$ cat config.mk
export PLATFORM = sky130hd
export DESIGN_NAME = elevator_request_tracker
export DESIGN_NICKNAME = d
export VERILOG_FILES = /design/src/rtl/elevator_pkg.sv /design/src/rtl/floor_req_summary.sv /design/src/rtl/elevator_request_tracker.sv
export SDC_FILE = /design/constraint.sdc
export NUM_CORES = 1
export LEC_CHECK = 0
export BUFFER_PORTS_ARGS = -buffer_cell sky130_fd_sc_hd__clkbuf_2
export CAP_MARGIN = 0
export CORE_MARGIN = 3
export CORE_UTILIZATION = 25
export CTS_CLUSTER_SIZE = 25
export DETAILED_ROUTE_END_ITERATION = 12
export PLACE_DENSITY_LB_ADDON = 0.08
export SLEW_MARGIN = 20
export SYNTH_ARGS = -nofsm -noshare
export SYNTH_HDL_FRONTEND = slang
export SYNTH_SLANG_ARGS = --single-unit
$ cat constraint.sdc
create_clock -name clk -period 2.4 [get_ports clk]
set_input_delay 0.24 -clock clk [delete_from_list [all_inputs] [get_ports clk]]
set_output_delay 0.24 -clock clk [all_outputs]
set_load 0.005 [all_outputs]
$ cat src/rtl/elevator_pkg.sv
// Shared constants and helpers for the elevator request tracker.
// The optional press-to-cancel feature is enabled with ELEV_REQ_CANCEL_EN.
package elevator_pkg;

    localparam int DEFAULT_NUM_FLOORS = 4;

    localparam logic DIR_UP   = 1'b1;
    localparam logic DIR_DOWN = 1'b0;

    localparam int CTRL_HERE  = 0;
    localparam int CTRL_ABOVE = 1;
    localparam int CTRL_BELOW = 2;

    // Position width, never narrower than one bit.
    function automatic int floor_pos_w(input int n);
        if (n <= 2) begin
            return 1;
        end else begin
            return $clog2(n);
        end
    endfunction

endpackage

$ cat src/rtl/floor_req_summary.sv
// Reduces a request vector to {below, above, here} relative to the cabin floor.
// Bit i of req belongs to floor i + OFFSET.
module floor_req_summary
    import elevator_pkg::*;
#(
    parameter int NUM_FLOORS = DEFAULT_NUM_FLOORS,
    parameter int OFFSET     = 0,
    parameter int REQ_W      = NUM_FLOORS - OFFSET,
    parameter int POS_W      = floor_pos_w(NUM_FLOORS)
) (
    input  logic [REQ_W-1:0] req,
    input  logic [POS_W-1:0] pos,
    output logic [2:0]       summary
);

    logic [31:0] pos_ext_s;

    // Classify every pending bit as here, above or below the cabin.
    always_comb begin
        summary   = 3'b000;
        pos_ext_s = 32'(pos);
        for (int i = 0; i < REQ_W; i++) begin
            if (req[i]) begin
                if (32'(i + OFFSET) == pos_ext_s) begin
                    summary[CTRL_HERE] = 1'b1;
                end else if (32'(i + OFFSET) > pos_ext_s) begin
                    summary[CTRL_ABOVE] = 1'b1;
                end else begin
                    summary[CTRL_BELOW] = 1'b1;
                end
            end else begin
                summary = summary;
            end
        end
    end

endmodule

$ cat src/rtl/elevator_request_tracker.sv
// Sticky cabin/hall request store with door-open clearing and position summaries.
// Define ELEV_REQ_CANCEL_EN to let a fresh press on a lit cabin button cancel it.
module elevator_request_tracker
    import elevator_pkg::*;
#(
    parameter int NUM_FLOORS = DEFAULT_NUM_FLOORS,
    parameter int POS_W      = floor_pos_w(NUM_FLOORS)
) (
    input  logic                  clk,
    input  logic                  reset_n,
    input  logic [NUM_FLOORS-1:0] button_in,
    input  logic [NUM_FLOORS-2:0] button_up,
    input  logic [NUM_FLOORS-2:0] button_down,
    input  logic [POS_W-1:0]      pos,
    input  logic                  open,
    input  logic                  dir_up,
    output logic [NUM_FLOORS-1:0] req_in,
    output logic [NUM_FLOORS-2:0] req_up,
    output logic [NUM_FLOORS-2:0] req_down,
    output logic [2:0]            ctrl_in,
    output logic [2:0]            ctrl_up,
    output logic [2:0]            ctrl_down,
    output logic [POS_W:0]        pending_cnt,
    output logic                  any_pending
);

    logic [NUM_FLOORS-1:0] req_in_r;
    logic [NUM_FLOORS-2:0] req_up_r;
    logic [NUM_FLOORS-2:0] req_down_r;
    logic [NUM_FLOORS-1:0] clear_in_s;
    logic [NUM_FLOORS-2:0] clear_up_s;
    logic [NUM_FLOORS-2:0] clear_down_s;
    logic [NUM_FLOORS-1:0] set_in_s;
    logic [NUM_FLOORS-1:0] cancel_s;
    logic [2:0]            sum_in_s;
    logic [2:0]            sum_up_s;
    logic [2:0]            sum_down_s;
    logic                  any_above_s;
    logic                  any_below_s;
    logic [31:0]           pos_ext_s;
    logic [POS_W:0]        cnt_s;

    floor_req_summary #(.NUM_FLOORS(NUM_FLOORS), .OFFSET(0), .REQ_W(NUM_FLOORS), .POS_W(POS_W))
        u_sum_in (.req(req_in_r), .pos(pos), .summary(sum_in_s));
    floor_req_summary #(.NUM_FLOORS(NUM_FLOORS), .OFFSET(0), .REQ_W(NUM_FLOORS-1), .POS_W(POS_W))
        u_sum_up (.req(req_up_r), .pos(pos), .summary(sum_up_s));
    floor_req_summary #(.NUM_FLOORS(NUM_FLOORS), .OFFSET(1), .REQ_W(NUM_FLOORS-1), .POS_W(POS_W))
        u_sum_down (.req(req_down_r), .pos(pos), .summary(sum_down_s));

    assign any_above_s = sum_in_s[CTRL_ABOVE] | sum_up_s[CTRL_ABOVE] | sum_down_s[CTRL_ABOVE];
    assign any_below_s = sum_in_s[CTRL_BELOW] | sum_up_s[CTRL_BELOW] | sum_down_s[CTRL_BELOW];

`ifdef ELEV_REQ_CANCEL_EN
    logic [NUM_FLOORS-1:0] btn_prev_r;
    logic [NUM_FLOORS-1:0] rise_s;

    // Previous cabin button level for rising-edge detection.
    always_ff @(posedge clk or negedge reset_n) begin
        if (!reset_n) begin
            btn_prev_r <= {NUM_FLOORS{1'b0}};
        end else begin
            btn_prev_r <= button_in;
        end
    end

    // Only fresh presses act: unlit buttons light, lit ones cancel.
    assign rise_s   = button_in & ~btn_prev_r;
    assign set_in_s = rise_s & ~req_in_r;
    assign cancel_s = rise_s & req_in_r;
`else
    assign set_in_s = button_in;
    assign cancel_s = {NUM_FLOORS{1'b0}};
`endif

    // Serve the floor at pos; an out-of-range pos matches no floor and clears nothing.
    always_comb begin
        clear_in_s   = {NUM_FLOORS{1'b0}};
        clear_up_s   = {(NUM_FLOORS-1){1'b0}};
        clear_down_s = {(NUM_FLOORS-1){1'b0}};
        pos_ext_s    = 32'(pos);
        for (int f = 0; f < NUM_FLOORS; f++) begin
            if (open && (pos_ext_s == 32'(f))) begin
                clear_in_s[f] = 1'b1;
            end else begin
                clear_in_s[f] = 1'b0;
            end
        end
        for (int f = 0; f < NUM_FLOORS - 1; f++) begin
            if (open && (pos_ext_s == 32'(f)) && ((dir_up == DIR_UP) || !any_below_s)) begin
                clear_up_s[f] = 1'b1;
            end else begin
                clear_up_s[f] = 1'b0;
            end
            if (open && (pos_ext_s == 32'(f + 1)) && ((dir_up == DIR_DOWN) || !any_above_s)) begin
                clear_down_s[f] = 1'b1;
            end else begin
                clear_down_s[f] = 1'b0;
            end
        end
    end

    // Sticky request flops; a clear in the same cycle beats a set.
    always_ff @(posedge clk or negedge reset_n) begin
        if (!reset_n) begin
            req_in_r   <= {NUM_FLOORS{1'b0}};
            req_up_r   <= {(NUM_FLOORS-1){1'b0}};
            req_down_r <= {(NUM_FLOORS-1){1'b0}};
        end else begin
            req_in_r   <= ((req_in_r & ~cancel_s) | set_in_s) & ~clear_in_s;
            req_up_r   <= (req_up_r | button_up) & ~clear_up_s;
            req_down_r <= (req_down_r | button_down) & ~clear_down_s;
        end
    end

    // Population count of pending cabin requests.
    always_comb begin
        cnt_s = {(POS_W+1){1'b0}};
        for (int f = 0; f < NUM_FLOORS; f++) begin
            if (req_in_r[f]) begin
                cnt_s = cnt_s + {{POS_W{1'b0}}, 1'b1};
            end else begin
                cnt_s = cnt_s;
            end
        end
    end

    assign req_in      = req_in_r;
    assign req_up      = req_up_r;
    assign req_down    = req_down_r;
    assign ctrl_in     = sum_in_s;
    assign ctrl_up     = sum_up_s;
    assign ctrl_down   = sum_down_s;
    assign pending_cnt = cnt_s;
    assign any_pending = (|req_in_r) | (|req_up_r) | (|req_down_r);

endmodule

# Word level (Yosys, flattened, before mapping)
# Index checks and enable logic that the tools add are counted.
# word_totals
register_bits	10
in_bits	16
output_inout_bits	23
word_cells	107
# op_classes
add_sub_neg	3
order_cmp	3
n_eq_ne	6
mux	58
bitwise_logic	16
reduce_logical	18
# ops
op	count
$mux W1	39
$mux W3	11
$mux W2	8
$logic_and A1 B1 Y1	10
$add A3 B1 Y3 const B	3
$and A3 B3 Y3	2
$not A3 Y3	2
$or A1 B1 Y1	6
$or A3 B3 Y3	2
$reduce_or A3 Y1	2
$and A4 B4 Y4	1
$eq A2 B2 Y1 const A	2
$eq A2 B2 Y1 const B	2
$gt A2 B2 Y1 const A	2
$not A4 Y4	1
$or A4 B4 Y4	1
$reduce_or A4 Y1	1
$eq A1 B2 Y1 const A	1
$eq A2 B1 Y1 const B	1
$gt A1 B2 Y1 const A	1
$logic_not A1 Y1	2
$logic_not A2 Y1	1
$logic_or A1 B1 Y1	2
$not A1 Y1	1

# Logic depth before layout (Yosys ltp)
# Gate-level depths: netlist of the first run.
# depth
word_depth	20
ltp_mapped	6
ltp_nobuf	6

# Modules after synthesis
# Synthesis of the first run repeated with hierarchy kept, for this count alone.
# hier_totals
cells_unflattened	86
hier_area_um2	699.4
# modules_own_cells
module	instances	cells_per_inst	area_per_inst_um2	seq_area_each_um2
elevator_request_tracker	1	57	531.8	250.2
floor_req_summary at u_sum_down ...	2	10	53.8	0.0
floor_req_summary at u_sum_in	1	9	60.1	0.0

# Worst setup path before layout of the first run
# No wires, ideal clock.
# synth_path
path_type	register -> output
start	reg req_in_r[0] (netlist: req_in[0])
end	out pending_cnt[1]
t_arrival_ns	1.544
required_ns	2.160
setup_slack_ns	0.616
stages_incl_launch_ff	6
n_path_buf	0
path_cell_list	dfrtp_1 -> inv_1 -> ha_1 -> xor2_1 -> ha_1 -> mux2_2
# synth_between
elab_chain_cells	7
# synth_rtl
element	line_no	source
start: declaration	elevator_request_tracker.sv:27	logic [NUM_FLOORS-1:0] req_in_r;
start signal: assignment	elevator_request_tracker.sv:105	req_in_r <= {NUM_FLOORS{1'b0}};
start signal: assignment	elevator_request_tracker.sv:109	req_in_r <= ((req_in_r & ~cancel_s) | set_in_s) & ~clear_in_s;
$mux W1 *	elevator_request_tracker.sv:119	if (req_in_r[f]) begin
$add A3 B1 Y3	elevator_request_tracker.sv:120	cnt_s = cnt_s + {{POS_W{1'b0}}, 1'b1};
$mux W3 *	elevator_request_tracker.sv:119	
$add A3 B1 Y3	elevator_request_tracker.sv:120	
$mux W3 *	elevator_request_tracker.sv:119	
$add A3 B1 Y3	elevator_request_tracker.sv:120	
$mux W3 *	elevator_request_tracker.sv:119	
end: declaration	elevator_request_tracker.sv:23	output logic [POS_W:0] pending_cnt,
# Every way passes the cells marked *; elsewhere a longest branch is shown, timed or not.

# Final worst setup path of the first run
# Ends and elaborated chain as after synthesis.

==> results.py, run 1 <==
metrics = {
    "status": {
        "status": "complete, no violations",
    },
    "sta": {
        "fin_tns_setup_ns": 0,
        "rsz0062_at_grt": "no",
        "whs_ns": 0.181,
        "slew_headroom": 0.780,
        "hold_violations": 0,
        "post-route-min-period_ns": 2.28,
        "fin_crit_sh": 0.949,
        "setup-violations-final": 0,
        "maxClockFrequency_mhz": 439,
        "finalMaxSlewViolations": 0,
        "worst_slew_pin_slew_ns": 0.330,
        "fin_skew_ns": 0.000825,
    },
    "die": {
        "num_rows": 18,
        "initial_utilization": 0.275,
        "dieArea_sq_mm": 0.00352,
        "boundaryPins": 39,
        "die_w_um": 59.4,
        "fp.dieH_um": 59.4,
        "coreArea_sq_mm": 0.00259,
    },
    "placed_design": {
        "dp.cells": 149,
        "io_buffers": 38,
        "gp_congestion": 0.804,
        "dp_hpwl_mm": 1.61,
    },
    "logic_synthesis": {
        "yosysSeqAreaShare": 0.351,
        "ys_types": 23,
        "synth_compound_area_frac": 0.193,
        "netlist_area_sq_um": 712,
        "synthCells": 85,
        "synth_warnings": 0,
        "muxShareOfSynthArea": 0.0808,
        "synth-adder-area-share": 0.0703,
        "synth-simple-area-share": 0.193,
        "ys_ff_latch": 10,
        "avgSynthCellArea_sq_um": 8.38,
        "synth-xor-area-share": 0.0369,
        "synth_top_family_by_area": "compound AO/OA/AOI/OAI gates",
        "synth.net_count": 105,
    },
    "pwr": {
        "total_power_w": 0.000458,
        "ir_drop_mv": 0.189,
        "p_leak_nw": 0.458,
        "power.density_mw_per_mm2": 486,
    },
    "route": {
        "ant_nets": 0,
        "wl_mm": 2.05,
        "drt_pass1_iterations": 4,
        "via_count": 760,
        "drc_errors": 0,
        "viasPerCell": 4.97,
        "wl_per_cell_um": 13.4,
        "first_iter_violations": 24,
    },
    "layout": {
        "fin_nets": 145,
        "final_cells": 153,
        "post-route-util": 0.364,
        "drive_above_1_share": 0.350,
        "layout_common_cells": "clkbuf_2, nor2_1, a21oi_1, o21ai_0, dfrtp_1",
        "fill_cells": 284,
        "area_growth_pct": 32.3,
        "final_common_cell": "clkbuf_2",
        "num_antenna_cells": 0,
    },
    "critical_path": {
        "regToRegSetupSlack_ns": 0.90,
        "cp-endpoint": "pending_cnt[1]",
        "cp-end-kind": "output port",
        "critical_path_class": "flop to output port",
        "worst_r2r_path_depth": 3,
        "rr_endpoint": "req_down[0]",
        "cp.required_ns": 2.16,
        "worst-path-max-fanout": 9,
        "crit_start": "req_in[0]",
        "worst_setup_path_start_kind": "flop",
        "reg2reg_from": "req_in[2]",
        "cp.arrival_ns": 2.04,
    },
    "global_routing": {
        "top_usage_layer": "met2",
        "grt_pass1_vias": 741,
        "grt.met1_usage": 0.164,
        "grtUsageMet3": 0.0218,
        "gr-total-overflow": 0,
        "grt_max_degree": 16,
        "grt_util_all_layers": 0.124,
        "antenna_found_initial": 0,
        "grt_pass1_wl_mm": 3.32,
        "met2_usage": 0.193,
    },
    "clock_network": {
        "clock_path_buffers": 2,
        "insertion_delay_ns": 0.26,
        "h-tree-depth": 1,
        "numCtsBuffers": 3,
        "clock-sinks": 10,
        "cts_root_buffer": "clkbuf_4",
        "clk_pin_slew_ns": 0.06,
        "cts_tree": "yes",
        "cts_resized": 0,
    },
    "job": {
        "drv_cap": 0,
    },
    "hold_path": {
        "min_path_type": "primary input to flop",
    },
}
==> cells in the mapped netlist <==
| cell type | instances | area [sq um] |
|---|---|---|
| or4_1 | 1 | 7.51 |
| o31ai_1 | 1 | 7.51 |
| nor2b_1 | 1 | 6.26 |
| dfrtp_1 | 10 | 250 |
| mux2_2 | 1 | 11.3 |
| or3_1 | 1 | 6.26 |
| nand3_1 | 4 | 20.0 |
| o21a_1 | 2 | 15.0 |
| o21ai_0 | 10 | 50.1 |
| nor2_1 | 17 | 63.8 |
| o22ai_1 | 1 | 6.26 |
| ha_1 | 4 | 50.1 |
| and3_1 | 3 | 18.8 |
| clkbuf_1 | 2 | 7.51 |
| xor2_1 | 3 | 26.3 |
| nand2_1 | 1 | 3.75 |
| or4_4 | 1 | 11.3 |
| mux4_1 | 1 | 26.3 |
| mux2i_1 | 2 | 20.0 |
| o311ai_0 | 1 | 8.76 |
| buf_6 | 2 | 22.5 |
| inv_1 | 6 | 22.5 |
| a21oi_1 | 10 | 50.1 |
==> per-stage QoR <==
step	setup WS [ns]	instance area (sq um)
floorplan	0.616	712
global placement	0.467	910
detailed placement	0.395	910
finish	0.123	942
CTS	0.112	942
global route	0.00486	942
==> flip-flops by register name, summed over array words and instances, names as in the netlist <==
| register | count |
|---|---|
| req_down | 3 |
| req_in | 4 |
| req_up | 3 |
==> cells by family (layout without fill, tap and decap cells) <==
| family | count (synthesis) | in the layout |
|---|---|---|
| buffers and inverters | 10 | 48 |
| adders and majority gates | 4 | 4 |
| xor gates and xnor gates | 3 | 3 |
| muxes | 4 | 4 |
| AOI/OAI and AO/OA | 25 | 25 |
| and+or+nand+nor | 29 | 29 |
| DFF | 10 | 10 |
==> worst max-delay path: stages, from the launching register on <==
cell	delay, ns
dfrtp_1	0.49
inv_1	0.10
ha_1	0.33
xor2_1	0.22
ha_1	0.27
mux2_2	0.26
clkbuf_2	0.11
==> where the power goes <==
part           switching, W  internal, W
sequential        0.0000261     0.000181
clock             0.0000531    0.0000577
combinational     0.0000681    0.0000723
total              0.000147     0.000311
==> worst min path at each step <==
stage | from | to | slack [ns] | cells past startpoint
3_3_place_gp | reset_n | req_up[2] | 0.13 | 1
6_report | button_down[2] | req_down[2] | 0.18 | 2
2_1_floorplan | reset_n | req_down[0] | -0.06 | 0
3_5_place_dp | reset_n | req_up[2] | 0.12 | 1
4_1_cts | button_down[2] | req_down[2] | 0.18 | 2
5_1_grt | button_in[3] | req_in[3] | 0.19 | 2
==> routing by layer <==
metal  part of all wire  vias to the layer above  wire length (um)
li1                   -                      375                 -
met5                  0                        -                 0
met2               0.46                       27               951
met1               0.45                      354               918
met3              0.073                        4               149
met4              0.015                        0                30
==> final cells by class <==
type	instances	area, sq um	share of cell area
multi-input cells	65	409	0.434
flip-flops and latches	10	250	0.266
repair buffers	39	200	0.212
well taps	30	37.5	0.0398
clock buffers	3	22.5	0.0239
inverters	6	22.5	0.0239
==> timing repair <==
action | in CTS | in global routing
setup endpoints to repair | 0 | 0
setup buffers | 0 | 0
hold buffers | 1 | 0
endpoints found under the hold margin | 10 | 0
Power figures use the tool's default switching activity.
==> run 2: changes to the inputs <==
--- a/config.mk
+++ b/config.mk
@@ -7,8 +7,10 @@
 export LEC_CHECK = 0
 export BUFFER_PORTS_ARGS = -buffer_cell sky130_fd_sc_hd__clkbuf_2
 export CAP_MARGIN = 0
+export CELL_PAD_IN_SITES_DETAIL_PLACEMENT = 0
+export CELL_PAD_IN_SITES_GLOBAL_PLACEMENT = 2
 export CORE_MARGIN = 3
-export CORE_UTILIZATION = 25
+export CORE_UTILIZATION = 24
 export CTS_CLUSTER_SIZE = 25
 export DETAILED_ROUTE_END_ITERATION = 12
 export PLACE_DENSITY_LB_ADDON = 0.08
==> run 2 against run 1 <==
Net effect:
- sequential share of layout area down 0.45 points
- first-iteration DRC count down 38%
- fmax up 1.3%
- non-clock buffer count up 2
- setup slack better by 0.028 ns
- combinational power up 6%
- die area up 3.7%
- hold slack worse by 0.0022 ns
- critical path depth unchanged
- largest cell class unchanged
==> results.py, run 2 (same netlist as run 1, synthesis figures left out) <==
metrics = {
    "layout": {
        "register_area_sq_um": 250,
        "fill_cells": 306,
        "largest_reg_flops": 4,
        "num_antenna_cells": 0,
        "multi_input_area_sq_um": 409,
        "final_common_cell": "clkbuf_2",
        "area_growth_pct": 34.6,
        "layout_common_cells": "clkbuf_2, nor2_1, a21oi_1, o21ai_0, dfrtp_1",
        "fin_nets": 147,
        "drive_above_1_share": 0.360,
    },
    "critical_path": {
        "regToRegSetupSlack_ns": 1.01,
        "worst-path-max-fanout": 9,
        "crit_start": "req_in[0]",
        "cp-end-kind": "output port",
        "worst_r2r_path_depth": 3,
        "cp.arrival_ns": 2.01,
        "cp.required_ns": 2.16,
        "path_delay_family": "adder cells",
        "crit_path_frequent_cell": "ha_1",
        "path_cells": "inv_1 > ha_1 > xor2_1 > ha_1 > mux2_2 > clkbuf_2",
        "rr_endpoint": "req_up[2]",
        "reg2reg_from": "req_down[0]",
        "critical_path_class": "flop to output port",
        "cpMaxStageDelayCell": "dfrtp_1",
        "worst_setup_path_start_kind": "flop",
        "crit_buf_inv": 2,
        "max_stage_delay_ns": 0.49,
    },
    "clock_network": {
        "cts_resized": 0,
        "insertion_delay_ns": 0.26,
        "clock_path_buffers": 2,
        "cts_root_buffer": "clkbuf_4",
        "post-cts-setup-buffer-count": 0,
        "numCtsBuffers": 3,
        "h-tree-depth": 1,
        "clock-sinks": 10,
        "cts_tree": "yes",
        "holdBufCountCts": 1,
        "clk_pin_slew_ns": 0.06,
    },
    "sta": {
        "post-route-min-period_ns": 2.25,
        "worst_slack_ns": 0.151,
        "rsz0062_at_grt": "no",
        "finalMaxSlewViolations": 0,
        "slew_headroom": 0.771,
        "maxClockFrequency_mhz": 445,
        "fin_skew_ns": 0.000989,
        "fin_tns_setup_ns": 0,
        "worst_slew_pin_slew_ns": 0.339,
        "fin_crit_sh": 0.937,
        "setup-violations-final": 0,
        "hold_violations": 0,
    },
    "hold_path": {
        "min_path_type": "primary input to flop",
        "holdPathStages": 2,
        "hp-start": "button_down[2]",
        "hold-path-endpoint": "req_down[2]",
    },
    "global_routing": {
        "antenna_found_initial": 0,
        "grt_max_degree": 16,
        "gr-total-overflow": 0,
        "grt_pass1_vias": 717,
        "grt_pass1_wl_mm": 3.39,
        "grt_util_all_layers": 0.124,
    },
    "pwr": {
        "p_leak_nw": 0.467,
        "total_power_w": 0.000461,
        "power.density_mw_per_mm2": 481,
        "ir_drop_mv": 0.319,
    },
    "route": {
        "first_iter_violations": 15,
        "wl_mm": 2.11,
        "via_count": 738,
        "wl_per_cell_um": 13.5,
        "drc_errors": 0,
        "ant_nets": 0,
        "drt_pass1_iterations": 4,
        "viasPerCell": 4.73,
    },
    "die": {
        "fp.dieH_um": 60.5,
        "dieArea_sq_mm": 0.00366,
        "num_rows": 19,
        "boundaryPins": 39,
        "coreArea_sq_mm": 0.00278,
        "initial_utilization": 0.256,
        "die_w_um": 60.5,
    },
    "job": {
        "drv_cap": 0,
    },
    "status": {
        "status": "complete, no violations",
    },
    "placed_design": {
        "pre_cts_ws_ns": 0.425,
        "dp_hpwl_mm": 1.75,
        "io_buffers": 38,
        "gp_congestion": 0.714,
    },
}
[run 2: cell count changes in the layout (fill, tap and decap cells not counted)]
cell   previous run  this run
buf_4             0         2
[run 2: report_power, final]
part	internal (W)	total [W]	switching (W)
registers	0.000181	0.000202	0.0000208
logic	0.0000753	0.000149	0.0000736
clock network	0.0000578	0.000111	0.0000533
[run 2: area by class of cell]
cell class              count  share of cell area
flip-flops and latches     10               0.261
inverters                   6              0.0235
multi-input cells          65               0.427
well taps                  31              0.0405
repair buffers             41               0.225
clock buffers               3              0.0235
[run 2: through the flow]
step                 util  std cells  area (sq um)  hold WS (ns)
global placement    0.333        152           926         0.121
detailed placement  0.333        152           926         0.123
CTS                 0.345        156           958         0.173
finish              0.345        156           958         0.179
floorplan               -         85           712       -0.0556
global route        0.345        156           958         0.169
[run 2: worst reg2reg max path, stage by stage, from the launching register on]
cell and delay [ns]:
dfrtp_1 0.45, or3_1 0.38, o311ai_0 0.33, a21oi_1 0.12
[run 2: worst max-delay path by stage]
stage                      to  slack [ns]  cells after the start
6_report       pending_cnt[1]        0.15                      6
5_1_grt        pending_cnt[1]       0.006                      6
3_5_place_dp   pending_cnt[1]        0.43                      6
2_1_floorplan  pending_cnt[1]        0.62                      5
3_3_place_gp   pending_cnt[1]        0.46                      6
4_1_cts        pending_cnt[1]        0.13                      6
[run 2: metal layers]
layer  track usage  vias to the layer above  wire length (um)
met5             0                        -                 0
met4        0.0372                        0                 0
met3        0.0383                        0               144
met2         0.198                       16              1020
met1         0.163                      346               948
li1              -                      376                 -
